[config.mk]
export PLATFORM = sky130hd
export DESIGN_NAME = wb_port_arbiter
export DESIGN_NICKNAME = d
export VERILOG_FILES = /design/src/rtl/wb_port_arbiter.sv
export SDC_FILE = /design/constraint.sdc
export NUM_CORES = 1
export LEC_CHECK = 0
export ABC_AREA = 1
export CAP_MARGIN = 5
export CELL_PAD_IN_SITES_DETAIL_PLACEMENT = 1
export CELL_PAD_IN_SITES_GLOBAL_PLACEMENT = 1
export CORE_UTILIZATION = 39
export CTS_BUF_LIST = sky130_fd_sc_hd__clkbuf_8
export DETAILED_ROUTE_END_ITERATION = 10
export PLACE_DENSITY_LB_ADDON = 0.05
export SLEW_MARGIN = 30
export SYNTH_ARGS = -nofsm -noshare
export SYNTH_HDL_FRONTEND = slang
export SYNTH_SLANG_ARGS = --single-unit
export TNS_END_PERCENT = 10
[constraint.sdc]
create_clock -name i_clock -period 5.05 [get_ports i_clock]
set_input_delay 0.7575 -clock i_clock [delete_from_list [all_inputs] [get_ports i_clock]]
set_output_delay 0.7575 -clock i_clock [all_outputs]
set_load 0.01 [all_outputs]
[src/rtl/wb_port_arbiter.sv]
// Register-file write-port arbiter: the pipeline writeback has priority, and multiply results
// wait in a FIFO. A starvation counter forces a one-cycle pipeline stall so the FIFO head can write.
module wb_port_arbiter #(
    parameter int unsigned DEPTH    = 2,
    parameter int unsigned MAX_WAIT = 4,
    parameter int unsigned CNT_W    = 3
) (
    input  logic             i_clock,
    input  logic             i_reset,
    input  logic             i_pipe_reg_write,
    input  logic [4:0]       i_pipe_write_reg,
    input  logic [31:0]      i_pipe_write_data,
    input  logic             i_mul_valid,
    output logic             o_mul_ready,
    input  logic [4:0]       i_mul_write_reg,
    input  logic [31:0]      i_mul_write_data,
    output logic             o_stall_pipe,
    output logic             o_rf_write_en,
    output logic [4:0]       o_rf_write_reg,
    output logic [31:0]      o_rf_write_data,
    output logic             o_grant_mul,
    output logic [CNT_W-1:0] o_fifo_count
);

    localparam int unsigned PTR_W = (DEPTH > 1) ? $clog2(DEPTH) : 1;

    logic [4:0]       r_mem_reg  [DEPTH];
    logic [31:0]      r_mem_data [DEPTH];
    logic [PTR_W-1:0] r_wr_ptr;
    logic [PTR_W-1:0] r_rd_ptr;
    logic [CNT_W-1:0] r_count;
    logic [CNT_W-1:0] r_wait_cnt;
    logic             r_rf_write_en;
    logic [4:0]       r_rf_write_reg;
    logic [31:0]      r_rf_write_data;
    logic             r_grant_mul;

    logic             w_not_empty;
    logic             w_stall;
    logic             w_grant_pipe;
    logic             w_grant_fifo;
    logic             w_push;
    logic [4:0]       w_head_reg;
    logic [31:0]      w_head_data;

    always_comb begin
        w_not_empty  = (r_count != '0);
        w_stall      = w_not_empty && (r_wait_cnt == CNT_W'(MAX_WAIT));
        w_grant_pipe = i_pipe_reg_write && !w_stall;
        w_grant_fifo = !w_grant_pipe && w_not_empty;
        // Ready is taken from registered occupancy only, so a full FIFO stays closed even
        // in the cycle that it pops.
        o_mul_ready  = (r_count != CNT_W'(DEPTH));
        w_push       = i_mul_valid && o_mul_ready;
        w_head_reg   = r_mem_reg[r_rd_ptr];
        w_head_data  = r_mem_data[r_rd_ptr];
    end

    always_ff @(posedge i_clock) begin
        if (w_push && !i_reset) begin
            r_mem_reg[r_wr_ptr]  <= i_mul_write_reg;
            r_mem_data[r_wr_ptr] <= i_mul_write_data;
        end
    end

    always_ff @(posedge i_clock) begin
        if (i_reset) begin
            r_wr_ptr <= '0;
            r_rd_ptr <= '0;
            r_count  <= '0;
        end else begin
            if (w_push) begin
                r_wr_ptr <= r_wr_ptr + PTR_W'(1);
            end
            if (w_grant_fifo) begin
                r_rd_ptr <= r_rd_ptr + PTR_W'(1);
            end
            if (w_push && !w_grant_fifo) begin
                r_count <= r_count + CNT_W'(1);
            end else if (!w_push && w_grant_fifo) begin
                r_count <= r_count - CNT_W'(1);
            end
        end
    end

    // Counts cycles the current head has been passed over; restarts for each new head.
    always_ff @(posedge i_clock) begin
        if (i_reset) begin
            r_wait_cnt <= '0;
        end else if (!w_not_empty || w_grant_fifo) begin
            r_wait_cnt <= '0;
        end else if (r_wait_cnt != CNT_W'(MAX_WAIT)) begin
            r_wait_cnt <= r_wait_cnt + CNT_W'(1);
        end
    end

    // Writes to $0 still consume the grant but never raise the enable.
    always_ff @(posedge i_clock) begin
        if (i_reset) begin
            r_rf_write_en   <= 1'b0;
            r_rf_write_reg  <= '0;
            r_rf_write_data <= '0;
            r_grant_mul     <= 1'b0;
        end else if (w_grant_pipe) begin
            r_rf_write_en   <= (i_pipe_write_reg != 5'd0);
            r_rf_write_reg  <= i_pipe_write_reg;
            r_rf_write_data <= i_pipe_write_data;
            r_grant_mul     <= 1'b0;
        end else if (w_grant_fifo) begin
            r_rf_write_en   <= (w_head_reg != 5'd0);
            r_rf_write_reg  <= w_head_reg;
            r_rf_write_data <= w_head_data;
            r_grant_mul     <= 1'b1;
        end else begin
            r_rf_write_en   <= 1'b0;
            r_grant_mul     <= 1'b0;
        end
    end

    assign o_stall_pipe    = w_stall;
    assign o_rf_write_en   = r_rf_write_en;
    assign o_rf_write_reg  = r_rf_write_reg;
    assign o_rf_write_data = r_rf_write_data;
    assign o_grant_mul     = r_grant_mul;
    assign o_fifo_count    = r_count;

endmodule

==> results by group, run 1 <==
Status
  – Run status: complete, no violations

Power and ir drop
  – Static Leak: 2.61 nW
  – Max VDD drop: 0.206 mV
  – Total power per unit cell area: 438 mW/mm^2

Clocking
  – Root buffer cell: sky130_fd_sc_hd__clkbuf_8
  – Clock transition at path regs: 70 ps
  – Quantity of hold-fixing buffers added after cts: 0
  – TritonCTS clock tree: yes
  – Number of levels the H-tree was split into: 4
  – CTS sink count: 122
  – Maximum buffer depth of the clock tree: 2
  – Number of gates resized after cts: 0
  – Total CTS buffers: 17
  – Clk_lat worst skew: 440 ps
  – Number of buffers inserted by post-CTS setup repair: 0

Critical path
  – Critical path endpoint category: register
  – Kind of critical path: input pin to register
  – Data arrival time of the critical path: 3220 ps
  – R2r worst-path depth: 7
  – Worst-path fanout max: 25
  – WP data required: 5430 ps
  – Worst Setup Start Kind: input pin

Job
  – Maxcap violations: 0

Logic synthesis
  – Top-count cell post-synth: sky130_fd_sc_hd__nand2_1
  – Register area share after synthesis: 65.8%
  – Synth area leader: sky130_fd_sc_hd__edfxtp_1
  – Commonest cells in the netlist: sky130_fd_sc_hd__nand2_1 (151), sky130_fd_sc_hd__edfxtp_1 (74), sky130_fd_sc_hd__dfxtp_1 (48)
  – Netlist cell types: 26
  – Total number of yosys warnings: 0
  – Top-area cell type share of the netlist area: 46.0%
  – Post-Synthesis Mean Instance Area: 10.2 sq um
  – Async set-reset flop share out of synthesis: 0%
  – Synthesized area: 0.00484 sq mm
  – EDFF count, synth: 74
  – Synthesized net count: 558
  – Main synth FF type: sky130_fd_sc_hd__edfxtp_1
  – Flop and latch count out of synthesis: 122
  – Dominant cells by area after synthesis: sky130_fd_sc_hd__edfxtp_1 (46%), sky130_fd_sc_hd__dfxtp_1 (20%), sky130_fd_sc_hd__nand2_1 (12%), sky130_fd_sc_hd__nand3_1 (4.9%), sky130_fd_sc_hd__nor2_1 (2.7%)
  – Syn Inst Count: 476

Timing
  – Clock period minus worst slack: 2840 ps
  – Setup TNS Final: 0 ps
  – Worst Tran Pin Value: 897 ps
  – Final count of pins violating max slew: 0
  – # setup viols final: 0
  – Max-slew headroom: 39.8%
  – Final number of hold-violating endpoints: 0
  – Worst setup skew after layout: 7.15 ps
  – Unrepaired setup endpoints after global routing: false
  – Max Fclk: 0.352 GHz
  – Portion of the clock cycle consumed by the worst path in the final layout: 56.2%

Global routing
  – Met3 usage in global routing: 3.91%
  – Largest net degree at the start of global routing: 40
  – Number of global-route vias before repair: 3,991
  – Global routing usage on met2: 34.6%
  – First-pass GRT wire length: 19.4 mm
  – Peak-usage layer in the global routing report: met2
  – Aggregate global-route resource usage: 20.0%
  – Global route overflow: 0
  – Initial antenna violation count: 0
  – Met1 track demand over resource in global routing: 24.4%

Route
  – Total wire length: 11.9 mm
  – First-pass detailed-route iteration total: 4
  – DR WL/cell: 15.2 um
  – DR DRC count: 0
  – Antenna violation net count after detailed routing: 0
  – Vias per std cell: 4.70
  – Number of DRC violations after detailed-routing iteration 0: 128
  – Via count: 3,667

Finish
  – Layout fillers: 1,343
  – Number of standard cells in the final layout excluding fillers: 780
  – Flip-flop count of the largest register, all copies and words added: 64
  – Final cell utilization of the core: 54.4%
  – Share of final-layout standard cells stronger than drive strength 1: 7.19%
  – Number of nets in the finished design: 681
  – Area delta synth->final: 35.7%
  – Antenna diode count: 0

Floorplan
  – # rows: 40
  – Placeable core area: 0.0121 sq mm
  – Die area: 0.0128 sq mm
  – Starting density of the core: 40.1%
  – Die Height: 113 um
  – Number of I/O pins: 122
  – Width of the die: 113 um

Placement
  – DP HPWL: 8.04 mm
  – Port Buffers: 121
  – Placed insts: 748
  – Final weighted congestion in routability-driven placement: 0.740

Worst hold path
  – Class of the most critical hold timing path: register to register
  – Count of cells along the worst hold path: 1
## metal layers
layer,vias to the layer above,share of wire [%]
met5,-,0
met1,1748,44
met4,0,1.8
li1,1815,-
met2,88,51
met3,16,3.5
## path summary, 6_finish.rpt
check | startpoint | to | slack, ps
max | i_pipe_reg_write | o_rf_write_reg[2]$_SDFFE_PP0P_ | 2210
min | r_rd_ptr$_SDFFE_PP0P_ | register | 450
max reg2reg | o_fifo_count[0]$_SDFFE_PP0P_ | o_rf_write_reg[2]$_SDFFE_PP0P_ | 2600
min reg2reg | r_rd_ptr$_SDFFE_PP0P_ | register | 450
## placed cells by master, fill, tap and decap left out
cell type,count
sky130_fd_sc_hd__clkinv_2,6
sky130_fd_sc_hd__nand3_1,47
sky130_fd_sc_hd__o21ai_0,25
sky130_fd_sc_hd__o22ai_1,2
sky130_fd_sc_hd__inv_2,2
sky130_fd_sc_hd__o21ai_2,1
sky130_fd_sc_hd__nor2_4,4
sky130_fd_sc_hd__clkbuf_8,19
sky130_fd_sc_hd__nand2_2,3
sky130_fd_sc_hd__clkdlybuf4s50_1,121
sky130_fd_sc_hd__fa_1,1
sky130_fd_sc_hd__a21oi_1,10
sky130_fd_sc_hd__dfxtp_1,47
sky130_fd_sc_hd__nand2_4,1
sky130_fd_sc_hd__xor2_1,1
sky130_fd_sc_hd__ha_1,3
sky130_fd_sc_hd__xnor2_1,1
sky130_fd_sc_hd__mux2i_1,10
sky130_fd_sc_hd__o21ai_1,4
sky130_fd_sc_hd__buf_4,3
sky130_fd_sc_hd__nor2_1,34
sky130_fd_sc_hd__inv_1,33
sky130_fd_sc_hd__edfxtp_1,74
sky130_fd_sc_hd__dfxtp_4,1
sky130_fd_sc_hd__nand2_1,151
sky130_fd_sc_hd__buf_16,1
sky130_fd_sc_hd__nor3_2,1
sky130_fd_sc_hd__bufinv_16,2
sky130_fd_sc_hd__clkinv_1,4
## where the power goes
part | internal, mW | leakage [nW] | switching (mW) | total, mW
clock | 0.450 | 0.204 | 0.372 | 0.822
sequential | 1.20 | 1.08 | 0.106 | 1.31
combinational | 0.339 | 1.33 | 0.405 | 0.744
## through the flow
stage                     setup WS, ps  area [sq um]  hold slack, ps  power (mW)
after detailed placement          1710          6190             441        2.09
after CTS                         2120          6560             457        2.91
after global placement            1850          6160             427        2.05
final                             2210          6560             451        2.87
after floorplan                   1050          4840             426        1.73
after global routing              1900          6560             480        3.04
## cell families after synthesis
group                    after synthesis  share of synthesized area, %
XOR/XNOR                               2                         0.362
AO/OA/AOI/OAI                         42                          4.48
adder cells (fa/ha/maj)                4                          1.19
AND/OR/NAND/NOR                      241                          20.7
flip-flops                           122                          65.8
multiplexers                          10                          2.07
buffers and inverters                 55                          5.36
## final cells by class
class,count,area (sq um),share of cell area [%]
tap,168,210,3.20
clock inverter,13,109,1.66
multi-input combinational,299,1410,21.4
sequential,122,3190,48.6
timing repair buffer,125,1260,19.2
clock buffer,19,262,3.98
inverter,34,128,1.94
## critical path: stages
cell,delay (ps)
sky130_fd_sc_hd__clkdlybuf4s50_1,460
sky130_fd_sc_hd__inv_1,120
sky130_fd_sc_hd__nand3_1,580
sky130_fd_sc_hd__inv_1,910
sky130_fd_sc_hd__nand2_1,90
sky130_fd_sc_hd__o21ai_0,120
sky130_fd_sc_hd__nand2_1,80
sky130_fd_sc_hd__nand2_1,90
Note: power is estimated with default switching activity, not from simulation.
==> run 2: changes to the inputs <==
CORE_UTILIZATION = 35   (was 39)
clock period = 2.35 ns   (was 5.05 ns; I/O delays follow)
==> run 2 against run 1 <==
  * Count of clock-buffer cells in the layout decreased by 1
  * Worst hold slack improved by 6.8 ps
  * Non-clock buffer count increased by 9
  * Critical path type is now register to output port
  * Largest cell class unchanged
  * Largest power group unchanged
  * Highest routed layer unchanged
==> results by group, run 2 (synthesized netlist as in run 1, its figures left out) <==
Finish
  – Number of nets in the finished design: 690
  – Most frequent standard cell in the layout excluding fill and tap cells: sky130_fd_sc_hd__nand2_1
  – Layout fillers: 1,507
  – Most frequent cells in the layout: sky130_fd_sc_hd__nand2_1 (151), sky130_fd_sc_hd__clkdlybuf4s50_1 (121), sky130_fd_sc_hd__edfxtp_1 (74)
  – Share of final-layout standard cells stronger than drive strength 1: 8.06%
  – Area delta synth->final: 36.9%
  – Flip-flop count of the largest register, all copies and words added: 64
  – Antenna diode count: 0

Timing
  – Setup TNS Final: 0 ps
  – Max-slew headroom: 63.8%
  – Clock period minus worst slack: 2170 ps
  – Final count of pins violating max slew: 0
  – Unrepaired setup endpoints after global routing: false
  – Worst setup skew after layout: 8.88 ps
  – # setup viols final: 0
  – Worst Tran Pin Value: 540 ps
  – Max Fclk: 0.460 GHz
  – Final number of hold-violating endpoints: 0
  – Portion of the clock cycle consumed by the worst path in the final layout: 92.5%

Critical path
  – Biggest cell delay along the critical path: 520 ps
  – Slowest CP cell: sky130_fd_sc_hd__clkdlybuf4s50_1
  – Family with the most delay on the worst path: buffers and inverters
  – Reg2Reg Capture Point: o_fifo_count[2]$_SDFFE_PP0P_
  – Worst flop-to-flop path startpoint: r_wait_cnt[0]$_SDFFE_PP0P_
  – Logic depth of the worst setup path including buffers: 7
  – WP data required: 2000 ps
  – Worst setup path startpoint: r_wait_cnt[0]$_SDFFE_PP0P_
  – Worst setup slack for register-to-register paths: 250 ps
  – Critical path destination: o_stall_pipe
  – Data arrival time of the critical path: 1820 ps
  – R2r worst-path depth: 12
  – Kind of critical path: register to output port
  – Critical path endpoint category: output port
  – Critical path buffers and inverters: 4
  – Cell-by-cell listing of the critical path: inv_1 -> ha_1 -> nand2_2 -> inv_2 -> nand2_2 -> inv_1 -> clkdlybuf4s50_1
  – Worst Setup Start Kind: register
  – Worst-path fanout max: 4

Clocking
  – Clock transition at path regs: 70 ps
  – Number of levels the H-tree was split into: 4
  – Clk_lat worst skew: 430 ps
  – Quantity of hold-fixing buffers added after cts: 0
  – Root buffer cell: sky130_fd_sc_hd__clkbuf_8
  – Total CTS buffers: 17
  – Maximum buffer depth of the clock tree: 2
  – CTS sink count: 122
  – TritonCTS clock tree: yes

Floorplan
  – Starting density of the core: 36.2%
  – # rows: 42
  – Placeable core area: 0.0133 sq mm
  – Number of I/O pins: 122
  – Die area: 0.0143 sq mm
  – Width of the die: 120 um
  – Die Height: 120 um

Job
  – Maxcap violations: 0

Route
  – Via count: 3,689
  – Number of DRC violations after detailed-routing iteration 0: 130
  – First-pass detailed-route iteration total: 4
  – Antenna violation net count after detailed routing: 0
  – DR WL/cell: 14.8 um
  – Total wire length: 11.7 mm
  – Vias per std cell: 4.63
  – DR DRC count: 0

Global routing
  – Aggregate global-route resource usage: 17.4%
  – First-pass GRT wire length: 18.7 mm
  – Global route overflow: 0
  – Largest net degree at the start of global routing: 39
  – Number of global-route vias before repair: 3,801
  – Initial antenna violation count: 0

Power and ir drop
  – Max VDD drop: 0.361 mV
  – Total power per unit cell area: 915 mW/mm^2
  – Total power consumption of the routed design: 6.06 mW
  – Static Leak: 2.66 nW

Worst hold path
  – Class of the most critical hold timing path: register to register

Placement
  – Final weighted congestion in routability-driven placement: 0.705
  – Port Buffers: 121
  – DP HPWL: 7.80 mm

Status
  – Run status: complete, no violations
run 2: cell types whose count changed in the layout (fill, tap and decap cells not counted), moves of 3 or more:
cell,change
sky130_fd_sc_hd__clkinv_1,-3
sky130_fd_sc_hd__inv_1,+6
sky130_fd_sc_hd__buf_4,+7
sky130_fd_sc_hd__buf_12,+3
run 2: worst reg2reg max path, cell delays in order (launching register included):
cell	delay [ps]
sky130_fd_sc_hd__dfxtp_2	340
sky130_fd_sc_hd__inv_1	50
sky130_fd_sc_hd__ha_1	200
sky130_fd_sc_hd__nand2_2	110
sky130_fd_sc_hd__inv_2	70
sky130_fd_sc_hd__o21ai_2	140
sky130_fd_sc_hd__ha_1	160
sky130_fd_sc_hd__inv_1	70
sky130_fd_sc_hd__fa_1	390
sky130_fd_sc_hd__a21oi_1	160
sky130_fd_sc_hd__o21ai_1	100
sky130_fd_sc_hd__o21ai_1	150
sky130_fd_sc_hd__a21oi_1	60
run 2: worst min path at each step:
| stage | startpoint | end | slack, ps | depth (start not counted) |
|---|---|---|---|---|
| 2_1_floorplan | r_rd_ptr$_SDFFE_PP0P_ | register | 430 | 1 |
| 3_3_place_gp | r_rd_ptr$_SDFFE_PP0P_ | register | 430 | 1 |
| 3_5_place_dp | r_rd_ptr$_SDFFE_PP0P_ | r_rd_ptr$_SDFFE_PP0P_ | 450 | 1 |
| 4_1_cts | r_rd_ptr$_SDFFE_PP0P_ | r_rd_ptr$_SDFFE_PP0P_ | 460 | 1 |
| 5_1_grt | r_rd_ptr$_SDFFE_PP0P_ | r_rd_ptr$_SDFFE_PP0P_ | 480 | 1 |
| 6_report | r_rd_ptr$_SDFFE_PP0P_ | register | 460 | 1 |
run 2: area by class of cell:
class	instances	area (sq um)	share of cell area [%]
inverter	34	128	1.93
clock inverter	13	80.1	1.21
sequential	122	3190	48.1
clock buffer	18	248	3.74
tap	176	220	3.33
multi-input combinational	299	1410	21.3
timing repair buffer	134	1350	20.3
run 2: per-stage QoR:
step	instances	hold slack [ps]	util, %	setup slack (ps)	area [sq um]
2_1_floorplan	476	426	-	42.7	4850
3_3_place_gp	765	429	47.1	145	6290
3_5_place_dp	765	448	47.1	59.1	6290
4_1_cts	796	458	49.6	120	6620
5_1_grt	796	484	49.6	4.70	6620
6_report	796	458	49.6	176	6620
run 2: per-layer routing:
| layer | GRT usage, % | vias up | part of all wire (%) |
|---|---|---|---|
| met1 | 22.0 | 1759 | 47 |
| li1 | - | 1831 | - |
| met4 | 6.80 | 0 | 1.3 |
| met3 | 4.09 | 12 | 3.9 |
| met2 | 28.7 | 87 | 48 |
| met5 | 0 | - | 0 |
run 2: what timing repair did:
action	CTS	global route
gates resized for setup	0	3
endpoints found under the setup margin	0	1
setup buffers	0	0
run 2: power by group:
group	switching [mW]	internal (mW)	leakage [nW]
Sequential	0.148	2.58	1.08
Combinational	0.962	0.788	1.38
Clock	0.757	0.817	0.202
